## config.mk

```make
export PLATFORM = sky130hd
export DESIGN_NAME = feistel_iter
export DESIGN_NICKNAME = d
export VERILOG_FILES = /design/src/rtl/feistel_pkg.sv /design/src/rtl/feistel_round.sv /design/src/rtl/feistel_iter.sv
export SDC_FILE = /design/constraint.sdc
export NUM_CORES = 1
export LEC_CHECK = 0
export CAP_MARGIN = 20
export CORE_MARGIN = 4
export CORE_UTILIZATION = 30
export DETAILED_ROUTE_END_ITERATION = 6
export HOLD_SLACK_MARGIN = 0.06
export SLEW_MARGIN = 20
export SYNTH_ARGS = -nofsm -noshare
export SYNTH_HDL_FRONTEND = slang
export SYNTH_SLANG_ARGS = --single-unit
```

## constraint.sdc

```tcl
create_clock -name clk -period 13 [get_ports clk]
set_clock_uncertainty 0.15 [all_clocks]
set_input_delay 3.9 -clock clk [delete_from_list [all_inputs] [get_ports clk]]
set_output_delay 3.9 -clock clk [all_outputs]
set_load 0.005 [all_outputs]
```

## src/rtl/feistel_pkg.sv

```systemverilog
// Shared types and bitwise helpers for the iterative Feistel cipher.
// Helpers work on a fixed wide vector and take the active width as an
// argument, so one definition serves every HALF_W up to MAX_W.
package feistel_pkg;

  localparam int MAX_W = 64;

  typedef enum logic [1:0] {
    IDLE = 2'd0,
    RUN  = 2'd1,
    DONE = 2'd2
  } state_e;

  // All-ones in the low w bits.
  function automatic logic [MAX_W-1:0] width_mask(input int unsigned w);
    if (w >= MAX_W) return '1;
    return (MAX_W'(1) << w) - MAX_W'(1);
  endfunction

  // Left-rotate the low w bits of x by r (r < w); upper bits come back zero.
  function automatic logic [MAX_W-1:0] rotl_w(input logic [MAX_W-1:0] x,
                                              input int unsigned     w,
                                              input int unsigned     r);
    logic [MAX_W-1:0] xm;
    xm = x & width_mask(w);
    if (r == 0) return xm;
    return ((xm << r) | (xm >> (w - r))) & width_mask(w);
  endfunction

  // Round function F(x) = ~(rotl(x, frot) ^ x), confined to w bits.
  function automatic logic [MAX_W-1:0] f_func(input logic [MAX_W-1:0] x,
                                              input int unsigned     w,
                                              input int unsigned     frot);
    return ~(rotl_w(x, w, frot) ^ x) & width_mask(w);
  endfunction

  // Round key K_i = rotl(k, (krot*i) mod w) ^ i, i truncated to w bits.
  function automatic logic [MAX_W-1:0] round_key(input logic [MAX_W-1:0] k,
                                                 input int unsigned     i,
                                                 input int unsigned     w,
                                                 input int unsigned     krot);
    return rotl_w(k, w, (krot * i) % w) ^ (MAX_W'(i) & width_mask(w));
  endfunction

endpackage

```

## src/rtl/feistel_round.sv

```systemverilog
// One combinational Feistel step. Encrypt mixes the left half into the new
// left; decrypt undoes that by mixing the right half into the new right.
module feistel_round
  import feistel_pkg::*;
#(
  parameter int HALF_W = 16,
  parameter int F_ROT  = 5
) (
  input  logic [HALF_W-1:0] l_i,
  input  logic [HALF_W-1:0] r_i,
  input  logic [HALF_W-1:0] k_i,
  input  logic              mode_i,
  output logic [HALF_W-1:0] l_o,
  output logic [HALF_W-1:0] r_o
);

  logic [HALF_W-1:0] f_in;
  logic [HALF_W-1:0] f_out;

  // Only one F evaluation is ever needed; pick its operand by direction.
  assign f_in  = mode_i ? r_i : l_i;
  assign f_out = HALF_W'(f_func(MAX_W'(f_in), HALF_W, F_ROT));

  // Select the encrypt or decrypt half permutation.
  always_comb begin
    if (!mode_i) begin
      l_o = r_i ^ f_out ^ k_i;
      r_o = l_i;
    end else begin
      l_o = r_i;
      r_o = l_i ^ f_out ^ k_i;
    end
  end

endmodule

```

## src/rtl/feistel_iter.sv

```systemverilog
// Iterative Feistel cipher: one round per clock, valid/ready on both sides,
// no overlap between jobs. The key schedule is derived on the fly from the
// latched master key and the current round index.
module feistel_iter
  import feistel_pkg::*;
#(
  parameter int HALF_W = 16,
  parameter int ROUNDS = 8,
  parameter int F_ROT  = 5,
  parameter int K_ROT  = 3
) (
  input  logic                clk,
  input  logic                rst,
  input  logic                in_valid,
  output logic                in_ready,
  input  logic                mode,
  input  logic [2*HALF_W-1:0] p,
  input  logic [HALF_W-1:0]   k,
  output logic                out_valid,
  input  logic                out_ready,
  output logic [2*HALF_W-1:0] c,
  output logic                busy
);

  localparam int CNT_W = (ROUNDS > 1) ? $clog2(ROUNDS) : 1;
  localparam logic [CNT_W-1:0] LAST = CNT_W'(ROUNDS - 1);

  state_e            state_q, state_d;
  logic [HALF_W-1:0] l_q, l_d, r_q, r_d, key_q, key_d;
  logic              mode_q, mode_d;
  logic [CNT_W-1:0]  cnt_q, cnt_d;
  logic [CNT_W-1:0]  round_idx;
  logic [HALF_W-1:0] rkey;
  logic [HALF_W-1:0] l_step, r_step;

  // Decrypt walks the key schedule backwards.
  assign round_idx = mode_q ? (LAST - cnt_q) : cnt_q;
  assign rkey      = HALF_W'(round_key(MAX_W'(key_q), int'(round_idx), HALF_W, K_ROT));

  feistel_round #(
    .HALF_W (HALF_W),
    .F_ROT  (F_ROT)
  ) u_round (
    .l_i    (l_q),
    .r_i    (r_q),
    .k_i    (rkey),
    .mode_i (mode_q),
    .l_o    (l_step),
    .r_o    (r_step)
  );

  // State and datapath registers; reset aborts any job in flight.
  always_ff @(posedge clk or negedge rst) begin
    if (!rst) begin
      state_q <= IDLE;
      l_q     <= '0;
      r_q     <= '0;
      key_q   <= '0;
      mode_q  <= 1'b0;
      cnt_q   <= '0;
    end else begin
      state_q <= state_d;
      l_q     <= l_d;
      r_q     <= r_d;
      key_q   <= key_d;
      mode_q  <= mode_d;
      cnt_q   <= cnt_d;
    end
  end

  // Next-state logic: latch on accept, step in RUN, hold everything in DONE.
  always_comb begin
    state_d = state_q;
    l_d     = l_q;
    r_d     = r_q;
    key_d   = key_q;
    mode_d  = mode_q;
    cnt_d   = cnt_q;
    case (state_q)
      IDLE: begin
        if (in_valid) begin
          l_d     = p[2*HALF_W-1:HALF_W];
          r_d     = p[HALF_W-1:0];
          key_d   = k;
          mode_d  = mode;
          cnt_d   = '0;
          state_d = RUN;
        end
      end
      RUN: begin
        l_d   = l_step;
        r_d   = r_step;
        cnt_d = cnt_q + CNT_W'(1);
        if (cnt_q == LAST) begin
          state_d = DONE;
        end
      end
      DONE: begin
        if (out_ready) begin
          state_d = IDLE;
        end
      end
      default: state_d = IDLE;
    endcase
  end

  // Handshake flags depend on state only; c exposes data only when valid.
  assign in_ready  = (state_q == IDLE);
  assign out_valid = (state_q == DONE);
  assign busy      = (state_q != IDLE);
  assign c         = (state_q == DONE) ? {l_q, r_q} : '0;

endmodule
```

======== Word level (Yosys, flattened, before mapping) ========
Cells that the tools add are included.
storage, ports and cells
  input bits .............................. 53
  flip-flop bits (word level) ............. 54
cells by class
  reduce and logical (&&, ||, !) cells .... 7
  multipliers ............................. 1
  bitwise operators ....................... 9
  shift operators ......................... 2
  mux-type cells .......................... 18
  equality and inequality tests ........... 6
  $add $sub $neg .......................... 3
operators with widths
  cell                   number
  $mux W16               7
  $xor A16 B16 Y16       5
  $pmux W16 S2           2
  $logic_not A32 Y1      1
  $mux W32               1
  $shr A16 B32 Y16       1
  $not A16 Y16           1
  $or A16 B16 Y16        1
  $or A16 B5 Y16         1
  $shl A16 B4 Y16        1
  $xor A16 B3 Y16        1
  $mux W2                3
  $mux W3                2
  $pmux W2 S3            1
  $pmux W3 S2            1
  $sub A5 B4 Y6 const A  1
  $mul A2 B3 Y4 const A  1
  $ne A2 B2 Y1 const B   2
  $reduce_and A2 Y1      2
  $reduce_bool A2 Y1     2
  $add A3 B1 Y3 const B  1
  $eq A3 B3 Y1 const B   1
  $reduce_and A3 Y1      1
  $sub A3 B3 Y3 const A  1
  5 further kinds        5

======== Depth between registers and ports, before layout ========
Gate-level depths: netlist of run 1.
  depth after elaboration ................. 11
  gate-level depth with buffers ........... 20
  depth with buffers taken out ............ 13

======== Hierarchy ========
From an unflattened synthesis of run 1, not the netlist that was laid out.
second synthesis, totals
  cells, all modules ...................... 658
  area total of the unflattened synthesis .. 5584.1 um^2
modules (own cells, without submodules)
  module         cells an instance  instances  area an instance (um^2)
  feistel_iter   559                1          4430.5
  feistel_round  99                 1          1153.6

======== Worst setup path before layout of run 1 ========
No wires, ideal clock.
  kind .................................... input port to flip-flop
  start point ............................. input in_valid
  end point ............................... register l_q[11]
  setup slack ............................. 7.909 ns
  arrival ................................. 4.815 ns
  setup time .............................. 0.126 ns
  data required time ...................... 12.724 ns
  cell stages on the path ................. 6
  cell sequence ........................... and2_1 clkbuf_1 clkbuf_1 mux2i_1 o21ai_0 o311a_1
on the way
  cells in the longest elaborated chain, start to end .. 2
ends and longest elaborated chain
  element                             line                text
  from (decl)                         feistel_iter.sv:14  input logic in_valid,
  $ne A2 B2 Y1 (no source line)       -
  $reduce_and A2 Y1 (no source line)  -
  to (signal assigned)                feistel_iter.sv:63  l_q <= l_d;
  to (decl)                           feistel_iter.sv:29  logic [HALF_W-1:0] l_q, l_d, r_q, r_d, key_q, key_d;
Every way passes these cells.
A chain may end at the register's enable or synchronous reset.

======== Worst setup path in the final report of run 1 ========
  start point ............................. register mode_q
  end point ............................... register l_q[2]
on the way
  cells in the longest elaborated chain, start to end .. 10
  elaborated cells on any way between the ends .. 18
  those cells by class .................... 1 x add/sub; 1 x mul; 2 x shift; 6 x mux; 7 x bitwise; 1 x reduce/logical
ends and longest elaborated chain
  element                 line                 text
  from (decl)             feistel_iter.sv:30   logic mode_q, mode_d;
  from (signal assigned)  feistel_iter.sv:66   mode_q <= mode_d;
  $mux W3                 feistel_iter.sv:37   assign round_idx = mode_q ? (LAST - cnt_q) : cnt_q;
  $mul A2 B3 Y4           feistel_pkg.sv:42    return rotl_w(k, w, (krot * i) % w) ^ (MAX_W'(i) & width_mask(w));
  $sub A5 B4 Y6           feistel_pkg.sv:27    return ((xm << r) | (xm >> (w - r))) & width_mask(w);
  $shr A16 B32 Y16        feistel_pkg.sv:27
  $or A16 B16 Y16         feistel_pkg.sv:27
  $mux W16                feistel_pkg.sv:27
  $xor A16 B3 Y16         feistel_pkg.sv:42
  $xor A16 B16 Y16        feistel_round.sv:27  l_o = r_i ^ f_out ^ k_i;
  $mux W16 *              feistel_round.sv:26  if (!mode_i) begin
  $pmux W16 S2 *          feistel_iter.sv:79   case (state_q)
Mark *: on every way between the ends. The rest lies on a longest branch, timed or not.

==> results_dict.tcl, run 1 <==
set metrics [dict create \
    netlist_top_cells_count "nand2_1, clkbuf_1, dfrtp_1" \
    antennaDiodeCount 0 \
    nets 865 \
    hold_viol 0 \
    areaGrowthSynthToFinish_pct 17.6 \
    synth_top_cell_area_share_pct 21.6 \
    fp.dieH_um 152 \
    startpoint_type "flip-flop" \
    period_minus_slack_ps 6070 \
    postSynthCellCount 787 \
    cts_tree "done" \
    ys_ff_latch 54 \
    dr.pass1.iters 7 \
    num-fill-cells 2116 \
    syn_area_um2 6260 \
    setup_tns_ps 0 \
    syn-num-nets 844 \
    drtIter0Drc 606 \
    ant_nets 0 \
    final-max-slew-violation-count 0 \
    arrival_ps 6170 \
    seq_area_frac_synth_pct 21.6 \
    pin_count 88 \
    fp.dieW_um 152 \
    max-slew-margin-rel_pct 36.1 \
    maxCapViolCount 0 \
    synth_xor_area_share_pct 10.7 \
    path_class "flip-flop to flip-flop" \
    grt_pass1_wl_mm 33.0 \
    synth_top_cell_by_area "dfrtp_1" \
    worstPathRequired_ps 13100 \
    gp_congestion 0.972 \
    post-synth-top-count-cell "nand2_1" \
    synth.yosys.warnings 0 \
    synthFlopType "dfrtp_1" \
    synth_compound_area_share_pct 18.8 \
    drc 0 \
    dieArea_um2 23200 \
    grt-ovfl-total 0 \
    hold_path.class "flip-flop to flip-flop" \
    synth_edf_count 0 \
    routed_via_density 5.70 \
    max_stage_delay_ps 760 \
    drive_gt1_share_pct 8.28 \
    synth_top_cells_by_area "dfrtp_1, mux4_2, nand2_1, xor2_1, xnor2_1" \
    port-buffer-count 87 \
    place_hpwl_mm 14.6 \
    wire_per_inst_um 19.1 \
    synthAdderAreaFrac_pct 0.920 \
    clk_latency_ps 320 \
    fmax_mhz 165 \
    worst_slew_pin_slew_ps 959 \
    rrSetupSlack_ps 6930 \
    post-cts-setup-buffer-count 0 \
    grt_pass1_vias 5585 \
    routed_wl_mm 20.6 \
    async_reset_ff_share_pct 100 \
    path_common_cell "buf_4" \
    rsz0062_at_grt "no" \
    grt_use_total_pct 17.2 \
    postSynthAreaPerCell_um2 7.95 \
    clk_transition_reported_paths_ps 80 \
    outcome "completed" \
    crit_family "simple AND/OR/NAND/NOR gates" \
    worstPathMaxFanout 78 \
    finalCritPeriodShare_pct 46.7 \
    clk_path_buf_depth 2 \
    core_um2 20400 \
    cts_buffers 5 \
    yosysUniqueCellTypes 82 \
    critPathSlowestCell "nor2_1" \
    synth_top_family_by_area "simple AND/OR/NAND/NOR gates" \
    num_vias 6149 \
    htreeDepth 2 \
    initial_core_util_pct 30.7 \
    path_buf_inv 4 \
    cts_resized 0 \
    finalSetupViolCount 0 \
    antenna_found_initial 0 \
    cts.sinks 54 \
    cts_hold_buf 0 \
    synthMuxAreaShare_pct 13.2 \
    yosys.area_share.simple_pct 28.2 \
    grt_max_degree 79 \
    clockRootBuffer "clkbuf_16" \
    crit_chain "buf_4 -> xnor2_4 -> inv_2 -> ha_1 -> inv_1 -> fa_1 -> buf_4 -> nor3b_1 -> a211oi_2 -> nor2_1 -> nor3_1 -> o32ai_1 -> xnor2_1 -> or3_1 -> a31oi_1" \
    rows 52 \
    cp-end-kind "flip-flop" \
]
path summary, 6_finish.rpt:
path                              start       to  depth (start not counted)
min in group asynchronous           rst   l_q[6]                          2
worst max-delay path             mode_q   l_q[2]                         15
worst min-delay path            l_q[10]  r_q[10]                          2
worst max register to register   mode_q   l_q[2]                         15
worst min register to register  l_q[10]  r_q[10]                          2
max in group asynchronous           rst   mode_q                          2
metrics by stage:
step / util (%) / cells / hold slack, ps / area (um2) / setup WS (ps)
after floorplan: - / 787 / 403 / 6260 / 7910
after global placement: 35.2 / 1071 / 492 / 7180 / 6930
after detailed placement: 35.2 / 1071 / 502 / 7180 / 6900
final: 36.1 / 1079 / 519 / 7360 / 6930
after CTS: 36.1 / 1079 / 519 / 7350 / 6540
after global routing: 36.1 / 1079 / 550 / 7360 / 6520
final cells by class:
class | instances | area [um2] | area share [%]
clock buffer | 5 | 125 | 1.70
clock inverter | 3 | 48.8 | 0.663
inverter | 16 | 60.1 | 0.816
multi-input combinational | 636 | 4510 | 61.3
sequential | 54 | 1350 | 18.4
tap | 270 | 338 | 4.59
timing repair buffer | 95 | 926 | 12.6
sequential cells by signal (all words and copies together), names as in the netlist:
register / count
r_q: 16
l_q: 16
cnt_q: 3
key_q: 16
state_q: 2
mode_q: 1
worst reg2reg max path: cells and delay by family (launching register included):
kind | cells | cell delay (ps)
buf+inv | 4 | 1520
simple gates | 4 | 1650
xor+xnor | 2 | 650
fa+ha+maj | 2 | 770
compound gates | 3 | 920
flops | 1 | 340
layer usage:
layer  share of wire, %  GRT usage, %
met1                 46          25.0
met2                 45          26.2
met3                7.9          4.06
met4                1.2          3.48
met5                  0             0
cells in the final DEF (no fill, tap or decap), types with 6 or more instances in the layout:
master and instances:
a21oi_1 27, xnor2_1 30, clkdlybuf4s50_1 86, xor2_1 34, o21ai_0 40, dfrtp_1 53
or4_1 6, nor2_1 24, a211oi_1 10, nor3_1 39, buf_4 8, nor4_1 6
and3_1 35, and2_1 32, nand2b_1 6, nand3_1 28, nand2_1 123, mux4_2 25
mux2i_1 15, a31oi_1 22, nand4_1 7, o211ai_1 9, or3_1 18, inv_1 13
kinds of logic (layout without fill, tap and decap cells):
group                      count (synthesis)  after routing
buffers and inverters                     97            119
and+or+nand+nor                          348            348
muxes                                     46             46
DFF                                       54             54
adders and majority gates                  4              4
xor gates and xnor gates                  69             69
AOI/OAI and AO/OA                        169            169
Power of run 1 is not shown: default switching activity piles up to over one toggle a cycle in this logic, so the estimate is an artifact.
==> run 2, diff against run 1 <==
- clock period: 13 -> 4.99 ns (I/O delays scaled with it)
==> run 2 against run 1 <==
Utilization increased by 0.76 points. Register-to-register slack got worse by 6300 ps. Setup slack got worse by 6300 ps. Fmax increased by 40%. Global-route usage increased by 1.2 points. Cell count increased by 1.9%. Design area increased by 2.1%. Count of clock-buffer cells in the layout increased by 1. Critical path depth decreased by 2.
==> results_dict.tcl, run 2 (synthesized netlist as in run 1, its figures left out) <==
set metrics [dict create \
    max_stage_delay_ps 780 \
    fp.dieW_um 152 \
    cts_tree "done" \
    min_to "l_q[10]" \
    cts_buffers 5 \
    path_buf_inv 2 \
    antennaDiodeCount 0 \
    routed_wl_mm 22.0 \
    grt_max_degree 67 \
    num_vias 6263 \
    drtIter0Drc 576 \
    finalSetupViolCount 0 \
    wire_per_inst_um 20.0 \
    hold_viol 0 \
    clockRootBuffer "clkbuf_16" \
    clk_transition_reported_paths_ps 80 \
    crit_family "simple AND/OR/NAND/NOR gates" \
    setup_tns_ps 0 \
    htreeDepth 2 \
    layout_commonest_cell "nand2_1" \
    rows 52 \
    fp.dieH_um 152 \
    layout.cells.non_filler 1099 \
    drc 0 \
    grt-ovfl-total 0 \
    maxCapViolCount 0 \
    startpoint_type "flip-flop" \
    place_hpwl_mm 16.2 \
    outcome "completed" \
    port-buffer-count 87 \
    routed_via_density 5.70 \
    dieArea_um2 23200 \
    r2r_end "l_q[2]" \
    reg2reg_depth 13 \
    path_class "flip-flop to flip-flop" \
    grt_pass1_vias 5841 \
    worstPathMaxFanout 13 \
    grt_use_total_pct 18.4 \
    nets 885 \
    cts_hold_buf 0 \
    max-slew-margin-rel_pct 46.1 \
    core_um2 20400 \
    drive_gt1_share_pct 10.6 \
    dpl_cell_area_um2 7330 \
    critPathSlowestCell "fa_1" \
    rrSetupSlack_ps 650 \
    antenna_found_initial 0 \
    worstPathRequired_ps 5080 \
    pin_count 88 \
    crit_chain "xnor2_4 -> inv_2 -> ha_1 -> inv_1 -> fa_1 -> nor3b_1 -> a211oi_2 -> nor2_1 -> nor3_1 -> o32ai_1 -> xnor2_1 -> or3_1 -> a31oi_1" \
    initial_core_util_pct 30.7 \
    num-fill-cells 2098 \
    gp_congestion 1.01 \
    ant_nets 0 \
    arrival_ps 4430 \
    hold_depth 2 \
    rsz0062_at_grt "no" \
    worst_slew_pin_slew_ps 804 \
    clk_path_buf_depth 2 \
    clk_latency_ps 320 \
    cts_resized 0 \
    cts.sinks 54 \
    period_minus_slack_ps 4340 \
    place_inst 1091 \
    finalCritPeriodShare_pct 86.9 \
    grt_pass1_wl_mm 34.6 \
    cp-end-kind "flip-flop" \
    r2r_start "mode_q" \
    final-max-slew-violation-count 0 \
    fin_area_um2 7510 \
    dr.pass1.iters 5 \
    post-cts-setup-buffer-count 0 \
    fmax_mhz 231 \
    areaGrowthSynthToFinish_pct 20.1 \
    hold_path.class "flip-flop to flip-flop" \
    layout_common_cells "nand2_1, clkdlybuf4s50_1, dfrtp_1, o21ai_0, nor3_1" \
    hold_start "r_q[10]" \
    largestRegisters "key_q: 16 flops, l_q: 16 flops, r_q: 16 flops" \
]
==> run 2: tightest hold or removal path: cells and delay by family, from the launching register on <==
| kind | cells | cell delay (ps) |
|---|---|---|
| flip-flops | 1 | 450 |
| AO/OA/AOI/OAI | 2 | 190 |
==> run 2: per-layer routing <==
| metal | GRT usage, % | vias to the layer above | wire length (um) |
|---|---|---|---|
| li1 | - | 2972 | - |
| met1 | 26.6 | 3051 | 10300 |
| met2 | 28.7 | 209 | 10000 |
| met3 | 3.01 | 31 | 1270 |
| met4 | 4.45 | 0 | 417 |
| met5 | 0 | - | 0 |
==> run 2: area by class of cell <==
cell class	count	area (um2)	area share, %
clock inverters	2	38.8	0.516
multi-input cells	636	4510	60.0
clock buffers	6	139	1.85
inverters	16	60.1	0.799
flip-flops and latches	54	1350	18.0
well taps	270	338	4.50
repair buffers	115	1080	14.3
==> run 2: how the worst max path moves through the flow <==
| stage | slack, ps | cells past startpoint | endpoint | startpoint |
|---|---|---|---|---|
| floorplan | 40 | 19 | l_q[0] | mode_q |
| global placement | 780 | 13 | l_q[2] | mode_q |
| detailed placement | 740 | 13 | l_q[2] | mode_q |
| CTS | 720 | 13 | l_q[2] | mode_q |
| global route | 390 | 13 | l_q[2] | mode_q |
| finish | 650 | 13 | l_q[2] | mode_q |
==> run 2: through the flow <==
step	utilization (%)	hold slack, ps	worst slack, ps
final	36.9	516	652
after global routing	36.9	550	387
after CTS	36.9	514	723
after detailed placement	36.0	502	744
after global placement	36.0	499	775
after floorplan	-	403	35.9
Power of run 2 is left out for the same reason.
